<file path="src/rtl/nonrestoring_divider.sv">
// Sequential radix-2 non-restoring divider with a valid/ready handshake on
// both sides. One add or subtract on a (WIDTH+1)-bit partial remainder per
// clock, then a single fix-up cycle that restores a negative remainder.
// Optional macro DIVIDER_SIGNED_EN: two's complement operands, magnitudes
// divided and signs applied in the fix-up cycle (truncation toward zero).
module nonrestoring_divider #(
    parameter int WIDTH = 8
) (
    input  logic             clk,
    input  logic             rst_n,
    input  logic             in_valid,
    output logic             in_ready,
    input  logic [WIDTH-1:0] dividend,
    input  logic [WIDTH-1:0] divisor,
    output logic             out_valid,
    input  logic             out_ready,
    output logic [WIDTH-1:0] quotient,
    output logic [WIDTH-1:0] remainder,
    output logic             div_by_zero
);

    localparam int CW = $clog2(WIDTH + 1);

    typedef enum logic [1:0] {IDLE, RUN, FIX, DONE} state_t;

    state_t           state;
    state_t           next_state;
    logic [WIDTH:0]   p_reg;
    logic [WIDTH-1:0] q_reg;
    logic [WIDTH-1:0] d_reg;
    logic [CW-1:0]    count;

    logic             accept;
    logic             divisor_zero;
    logic [WIDTH-1:0] dividend_mag;
    logic [WIDTH-1:0] divisor_mag;
    logic [WIDTH:0]   p_shift;
    logic [WIDTH:0]   d_ext;
    logic [WIDTH:0]   p_step;
    logic [WIDTH-1:0] q_step;
    logic [WIDTH-1:0] r_fix;
    logic [WIDTH-1:0] q_final;
    logic [WIDTH-1:0] r_final;

    assign in_ready     = (state == IDLE);
    assign accept       = in_valid && in_ready;
    assign divisor_zero = (divisor == '0);

`ifdef DIVIDER_SIGNED_EN
    localparam logic [WIDTH-1:0] ONE = WIDTH'(1);

    logic neg_q;
    logic neg_r;

    assign dividend_mag = dividend[WIDTH-1] ? (~dividend + ONE) : dividend;
    assign divisor_mag  = divisor[WIDTH-1]  ? (~divisor + ONE)  : divisor;
    assign q_final      = neg_q ? (~q_reg + ONE) : q_reg;
    assign r_final      = neg_r ? (~r_fix + ONE) : r_fix;

    // Remember the result signs at accept time so the fix-up cycle can apply them.
    always_ff @(posedge clk or negedge rst_n) begin
        if (!rst_n) begin
            neg_q <= 1'b0;
            neg_r <= 1'b0;
        end else if (accept) begin
            neg_q <= dividend[WIDTH-1] ^ divisor[WIDTH-1];
            neg_r <= dividend[WIDTH-1];
        end
    end
`else
    assign dividend_mag = dividend;
    assign divisor_mag  = divisor;
    assign q_final      = q_reg;
    assign r_final      = r_fix;
`endif

    // One non-restoring step: shift {P,Q} left, then subtract D when P was
    // non-negative or add D when it was negative. Intermediate wrap in the
    // (WIDTH+1)-bit adder is harmless because the true result lies in [-D, D).
    assign p_shift = {p_reg[WIDTH-1:0], q_reg[WIDTH-1]};
    assign d_ext   = {1'b0, d_reg};
    assign p_step  = p_reg[WIDTH] ? (p_shift + d_ext) : (p_shift - d_ext);
    assign q_step  = {q_reg[WIDTH-2:0], ~p_step[WIDTH]};

    // Final restore: a negative P plus D is already in [0, D), so only the low bits matter.
    assign r_fix = p_reg[WIDTH-1:0] + (p_reg[WIDTH] ? d_reg : '0);

    // State register.
    always_ff @(posedge clk or negedge rst_n) begin
        if (!rst_n) begin
            state <= IDLE;
        end else begin
            state <= next_state;
        end
    end

    // Next-state logic: accept in IDLE, iterate WIDTH times, fix up, hold until consumed.
    always_comb begin
        next_state = state;
        case (state)
            IDLE: begin
                if (accept) begin
                    next_state = divisor_zero ? DONE : RUN;
                end
            end
            RUN: begin
                if (count == CW'(1)) begin
                    next_state = FIX;
                end
            end
            FIX: begin
                next_state = DONE;
            end
            DONE: begin
                if (out_valid && out_ready) begin
                    next_state = IDLE;
                end
            end
            default: begin
                next_state = IDLE;
            end
        endcase
    end

    // Datapath and result registers; a reset discards any division in flight.
    always_ff @(posedge clk or negedge rst_n) begin
        if (!rst_n) begin
            p_reg       <= '0;
            q_reg       <= '0;
            d_reg       <= '0;
            count       <= '0;
            quotient    <= '0;
            remainder   <= '0;
            div_by_zero <= 1'b0;
            out_valid   <= 1'b0;
        end else begin
            case (state)
                IDLE: begin
                    if (accept) begin
                        div_by_zero <= 1'b0;
                        if (divisor_zero) begin
                            quotient    <= '1;
                            remainder   <= dividend;
                            div_by_zero <= 1'b1;
                            out_valid   <= 1'b1;
                        end else begin
                            p_reg <= '0;
                            q_reg <= dividend_mag;
                            d_reg <= divisor_mag;
                            count <= CW'(WIDTH);
                        end
                    end
                end
                RUN: begin
                    p_reg <= p_step;
                    q_reg <= q_step;
                    count <= count - CW'(1);
                end
                FIX: begin
                    quotient  <= q_final;
                    remainder <= r_final;
                    out_valid <= 1'b1;
                end
                DONE: begin
                    if (out_ready) begin
                        out_valid <= 1'b0;
                    end
                end
                default: begin
                    out_valid <= 1'b0;
                end
            endcase
        end
    end

endmodule

</file>
<file path="config.mk">
export PLATFORM = sky130hd
export DESIGN_NAME = nonrestoring_divider
export DESIGN_NICKNAME = d
export VERILOG_FILES = /design/src/rtl/nonrestoring_divider.sv
export SDC_FILE = /design/constraint.sdc
export NUM_CORES = 1
export LEC_CHECK = 0
export CORE_ASPECT_RATIO = 0.7
export CORE_MARGIN = 1.5
export CORE_UTILIZATION = 40
export DETAILED_ROUTE_END_ITERATION = 8
export SETUP_SLACK_MARGIN = 0.3
export SYNTH_ARGS = -nofsm -noshare
export SYNTH_HDL_FRONTEND = slang
export SYNTH_SLANG_ARGS = --single-unit
</file>
<file path="constraint.sdc">
create_clock -name clk -period 3.65 [get_ports clk]
set_input_delay 0.73 -clock clk [delete_from_list [all_inputs] [get_ports clk]]
set_output_delay 0.73 -clock clk [all_outputs]
set_load 0.01 [all_outputs]
</file>
==> results.ini, run 1 <==
[setup_path]
crit_arrival_ns=2.97
crit_start=d_reg[0]
crit_type=reg2reg
critPathRequiredTime_ns=3.84
rr_worst_depth=10
r2r_start=d_reg[0]
start_kind=register
crit_fanout=5
cp-end-kind=register

[power_and_ir_drop]
p_total_w=0.00346
combinationalPowerShare_pct=59.2
ir_drop_uv=454
p_sw_w=0.00155
switching_share_pct=44.8
power.density_nw_per_um2=937
power_leakage_nw=1.63
power_frac_seq_pct=29.0
clock_power_share_pct=11.8
p_int_w=0.00191

[worst_hold_path]
hp-class=in2async

[drt]
totalWireLength_um=7120
final_antenna_net_count=0
vias_per_cell=5.27
post-route-drc-count=0
num_vias=2522
drtIter0Drc=121
first_pass_iters=4
avgRoutedWirePerCell_um=14.9

[yosys]
synth.distinct_cells=49
ys.flop_type=dfrtp_1
synthTopCellsByArea=dfrtp_1 (40%), ha_1 (8.9%), nand2_1 (5.5%)
syn_inst=342
synth_area_leader_cell=dfrtp_1
yosysMostFrequentCell=dfrtp_1
netlist_area_um2=3100
ys_top_cells_by_count=dfrtp_1 (49), nand2_1 (45), nor2_1 (31)
yosysWarnings=0
syn_avg_cell_area_um2=9.06
syn_nets=386
asyncSetResetFlopFracSynth_pct=100
synth_top_area_share_pct=39.6
synth_seq_cells=49
seq_area_frac_synth_pct=39.6
synth-edff-count=0

[timing]
worstMarginPinSlew_ns=0.760
fmax_mhz=360
period_needed_ns=2.78
holdWs_ns=0.476
max-slew-margin-rel_pct=49.4
drv_slew=0
timing.final.crit_share_pct=76.1
clock_skew_ns=0.0116
hold_viol=0
fin_tns_setup_ns=0
finalSetupViolations=0
rsz0062_at_grt=no

[cts]
cts.hold.buffers_added=0
clockBufferDepth=2
htreeDepth=2
post_cts_buffers=0
cts_buffers=5
cts_resized=0
cts_tree=yes
clkTransAtPathRegs_ns=0.10
insertion_delay_ns=0.31
clockRootBuffer=clkbuf_8
clock_sinks=49

[placement]
port_buffers=38
gp_congestion=0.858
dp.cells=471
dp_hpwl_um=5450

[layout]
drive_above_1_share_pct=6.56
nets=424
largest_reg_flops=9
antenna_cells=0
fillers=739
final_util_pct=50.0
area_delta_synth_final_pct=19.2
final_cells=479

[die]
die_area_um2=8290
start_util_pct=42.0
core_um2=7380
die_w_um=108
io_pins=39
die_y_um=76.6
rows=26

[grt]
grt_pass1_wl_um=12400
antenna_found_initial=0
grt_overflow=0
grt_max_degree=33
grt_usage_pct=18.8
grt_pass1_vias=2505

[flow_run]
cap_violations=0

[status]
status=complete, no violations

==> routing by layer <==
| metal | vias up | share of wire, % | track usage [%] |
|---|---|---|---|
| met1 | 1185 | 52 | 28.5 |
| li1 | 1267 | - | - |
| met3 | 7 | 5.4 | 3.25 |
| met5 | - | 0 | 0 |
| met4 | 0 | 1.0 | 4.08 |
| met2 | 63 | 41 | 27.7 |
==> kinds of logic after synthesis <==
group	after synthesis	share of synthesized area, %
DFF	49	39.6
and+or+nand+nor	106	16.4
adders and majority gates	24	10.2
AOI/OAI and AO/OA	97	19.5
xor gates and xnor gates	16	4.52
buffers and inverters	36	4.97
muxes	14	4.97
==> power groups by stage <==
stage | registers [W] | logic [W] | clock network (W)
6_report | 0.00100 | 0.00205 | 0.000408
5_1_grt | 0.00104 | 0.00231 | 0.000444
4_1_cts | 0.00101 | 0.00206 | 0.000419
3_5_place_dp | 0.00102 | 0.00205 | 0
3_3_place_gp | 0.00101 | 0.00201 | 0
2_1_floorplan | 0.000992 | 0.00147 | 0
==> metrics by stage <==
stage / instance area [µm²] / setup WS [ns]
3_5_place_dp: 3580 / 0.894
2_1_floorplan: 3100 / 1.11
3_3_place_gp: 3580 / 0.954
5_1_grt: 3690 / 0.604
6_report: 3690 / 0.872
4_1_cts: 3690 / 0.864
==> critical path, stage by stage (launching register included) <==
cell and delay [ns]:
dfrtp_1 0.42, inv_1 0.07, ha_1 0.32, inv_1 0.04, o21ai_0 0.36, ha_1 0.33, a211oi_1 0.40, nor3_1 0.13
a211oi_1 0.30, xor2_1 0.18, o21ai_0 0.09
==> layout by cell type, fill, tap and decap left out, types with 7 or more instances in the layout <==
cell             count
dfrtp_1             49
ha_1                22
buf_4                7
a31oi_1             10
nand2_1             45
xor2_1              12
inv_1               21
a21oi_1             22
nor2_1              31
o21ai_0             26
mux2i_1             12
clkdlybuf4s50_1     37
==> final cells by class <==
type / count / area [µm²] / share of cell area, %
Clock buffer: 5 / 68.8 / 1.86
Multi-Input combinational cell: 257 / 1720 / 46.5
Inverter: 22 / 82.6 / 2.24
Clock inverter: 3 / 46.3 / 1.25
Timing Repair Buffer: 45 / 428 / 11.6
Tap cell: 98 / 123 / 3.32
Sequential cell: 49 / 1230 / 33.2
==> final timing paths <==
kind | to | slack, ns
max in group asynchronous | q_final[4] | 2.46
worst min-delay path | p_reg[3] | 0.48
worst max-delay path | p_reg[7] | 0.87
worst min register to register | q_final[3] | 0.52
worst max register to register | p_reg[7] | 0.87
min in group clk | q_final[3] | 0.52
Note: power is estimated with default switching activity, not from simulation.
==> run 2: changes to the inputs <==
==> constraint.sdc (replaced) <==
create_clock -name clk -period 2.2 [get_ports clk]
set_input_delay 0.44 -clock clk [delete_from_list [all_inputs] [get_ports clk]]
set_output_delay 0.44 -clock clk [all_outputs]
set_load 0.01 [all_outputs]
==> run 2 against run 1 <==
Effect of this change: the run now ends with negative setup slack left; maximum frequency increased by 9.5%; combinational power increased by 140%; global-route usage increased by 1.5 points; clock skew increased by 0.0014 ns; critical path depth unchanged; first-iteration DRC count increased by 9.9%; non-clock buffer count increased by 43; die area unchanged; sequential power increased by 68%; count of clock-buffer cells in the layout increased by 1; final cell count increased by 9.0%; critical path type unchanged; largest power group unchanged.
==> results.ini, run 2 (synthesis gave the netlist of run 1 again) <==
[status]
status=complete, but fails checks
violations=negative setup slack

[layout]
largest_reg_flops=9  ; unchanged
fillers=642  ; -13%
drive_above_1_share_pct=25.5  ; +19 points
final_common_cell=dfrtp_1
final_cell_mix=dfrtp_1 (48), nand2_1 (44), buf_4 (43), clkdlybuf4s50_1 (31), nor2_1 (29)
area_delta_synth_final_pct=40.5
antenna_cells=0  ; unchanged
finalInstanceArea_um2=4350  ; +18%
nets=467  ; +10%

[setup_path]
crit_type=reg2reg
reg2reg_slack_ns=-0.34  ; -1.21 ns
r2r_start=d_reg[3]
crit_start=d_reg[3]
critPathRequiredTime_ns=2.39  ; -1.45 ns
r2r_end=p_reg[8]
crit_fanout=2  ; -3
crit_arrival_ns=2.73  ; -0.24 ns
worstSetupEndpoint=p_reg[8]
rr_worst_depth=10  ; unchanged
start_kind=register
cp-end-kind=register

[timing]
fmax_mhz=394  ; +9.5%
holdWs_ns=0.130  ; -0.346 ns
worstMarginPinSlew_ns=0.596  ; -0.163 ns
max-slew-margin-rel_pct=60.2  ; +11 points
fin_tns_setup_ns=-1.05  ; -1.05 ns
hold_viol=0  ; unchanged
finalSetupViolations=5  ; +5
period_needed_ns=2.54  ; -0.241 ns
postLayoutSetupSlackWorst_ns=-0.337  ; -1.21 ns
clock_skew_ns=0.0130  ; +0.00142 ns
rsz0062_at_grt=yes
timing.final.crit_share_pct=115  ; +39 points
drv_slew=0  ; unchanged

[placement]
dp_hpwl_um=5920  ; +8.6%
place_area_um2=3910  ; +9.2%
port_buffers=38  ; unchanged
gp_congestion=0.845  ; -1.5%

[power_and_ir_drop]
ir_drop_uv=638  ; +40%
power_leakage_nw=1.94  ; +19%
power.density_nw_per_um2=1660  ; +77%

[die]
die_y_um=76.6  ; unchanged
rows=26  ; unchanged
die_area_um2=8290  ; unchanged
io_pins=39  ; unchanged
start_util_pct=42.0  ; unchanged
die_w_um=108  ; unchanged
core_um2=7380  ; unchanged

[drt]
post-route-drc-count=0  ; unchanged
first_pass_iters=4  ; unchanged
avgRoutedWirePerCell_um=15.5  ; +4.3%
drtIter0Drc=133  ; +9.9%
final_antenna_net_count=0  ; unchanged
vias_per_cell=5.21  ; -1.0%
num_vias=2721  ; +7.9%
totalWireLength_um=8090  ; +14%

[cts]
cts_buffers=5  ; unchanged
clockBufferDepth=2  ; unchanged
cts.hold.buffers_added=0  ; unchanged
clkTransAtPathRegs_ns=0.10  ; about the same
clockRootBuffer=clkbuf_8
htreeDepth=2  ; unchanged
clock_sinks=49  ; unchanged
insertion_delay_ns=0.31  ; about the same
cts_tree=yes

[flow_run]
cap_violations=0  ; unchanged

[grt]
grt_pass1_wl_um=13200  ; +7.0%
grt_max_degree=26  ; -21%
antenna_found_initial=0  ; unchanged
grt_usage_pct=20.3  ; +1.5 points
grt_overflow=0  ; unchanged
grt_pass1_vias=2658  ; +6.1%

[worst_hold_path]
hp-class=in2async

[run 2: worst min-delay path by stage]
stage           from            to  slack [ns]  depth (start not counted)
3_3_place_gp   rst_n      p_reg[1]        0.47                          1
3_5_place_dp   rst_n      p_reg[1]        0.47                          1
4_1_cts        rst_n  remainder[2]        0.14                          1
5_1_grt        rst_n   quotient[2]        0.17                          1
6_report       rst_n   quotient[1]        0.13                          1
2_1_floorplan  rst_n      count[0]        0.14                          0
[run 2: per-layer routing]
metal / part of all wire [%] / track usage, % / vias to the layer above
met5: 0 / 0 / -
met1: 52 / 32.1 / 1310
met3: 4.2 / 3.34 / 4
li1: - / - / 1351
met2: 43 / 29.6 / 56
met4: 0.52 / 2.63 / 0
[run 2: metrics by stage]
step                      power [W]  setup slack (ns)  utilization (%)  cells
after floorplan             0.00425            -0.333                -    342
after global placement      0.00566            -0.290             52.9    501
after detailed placement    0.00574            -0.318             52.9    501
after CTS                   0.00683            -0.303             57.1    517
after global routing        0.00779            -0.449             59.0    522
final                       0.00721            -0.337             59.0    522
[run 2: layout make-up]
class	count	area (µm²)	area share, %
Multi-Input combinational cell	257	1980	45.4
Sequential cell	49	1230	28.2
Timing Repair Buffer	88	818	18.8
Tap cell	98	123	2.82
Inverter	22	87.6	2.01
Clock buffer	6	82.6	1.90
Clock inverter	2	37.5	0.862
[run 2: power breakdown]
group | switching [W] | internal, W
clock network | 0.000313 | 0.000370
logic | 0.00240 | 0.00245
registers | 0.000372 | 0.00131
[run 2: repair_timing]
action / 4_1_cts / 5_1_grt
buffers inserted: 7 / 5
gates cloned: 1 / 0
setup endpoints to repair: 21 / 35
pin swaps: 20 / 16
hold endpoints to repair: 0 / 0
gates resized for setup: 33 / 21
[run 2: worst max-delay path, stage by stage, from the launching register on]
cell and delay, ns:
dfrtp_1 0.38, or4_4 0.54, nor2_4 0.11, nor2_2 0.04, xor2_1 0.14, ha_1 0.31
o21a_1 0.19, o21a_1 0.16, o22a_1 0.23, xnor2_2 0.15, a22o_1 0.18
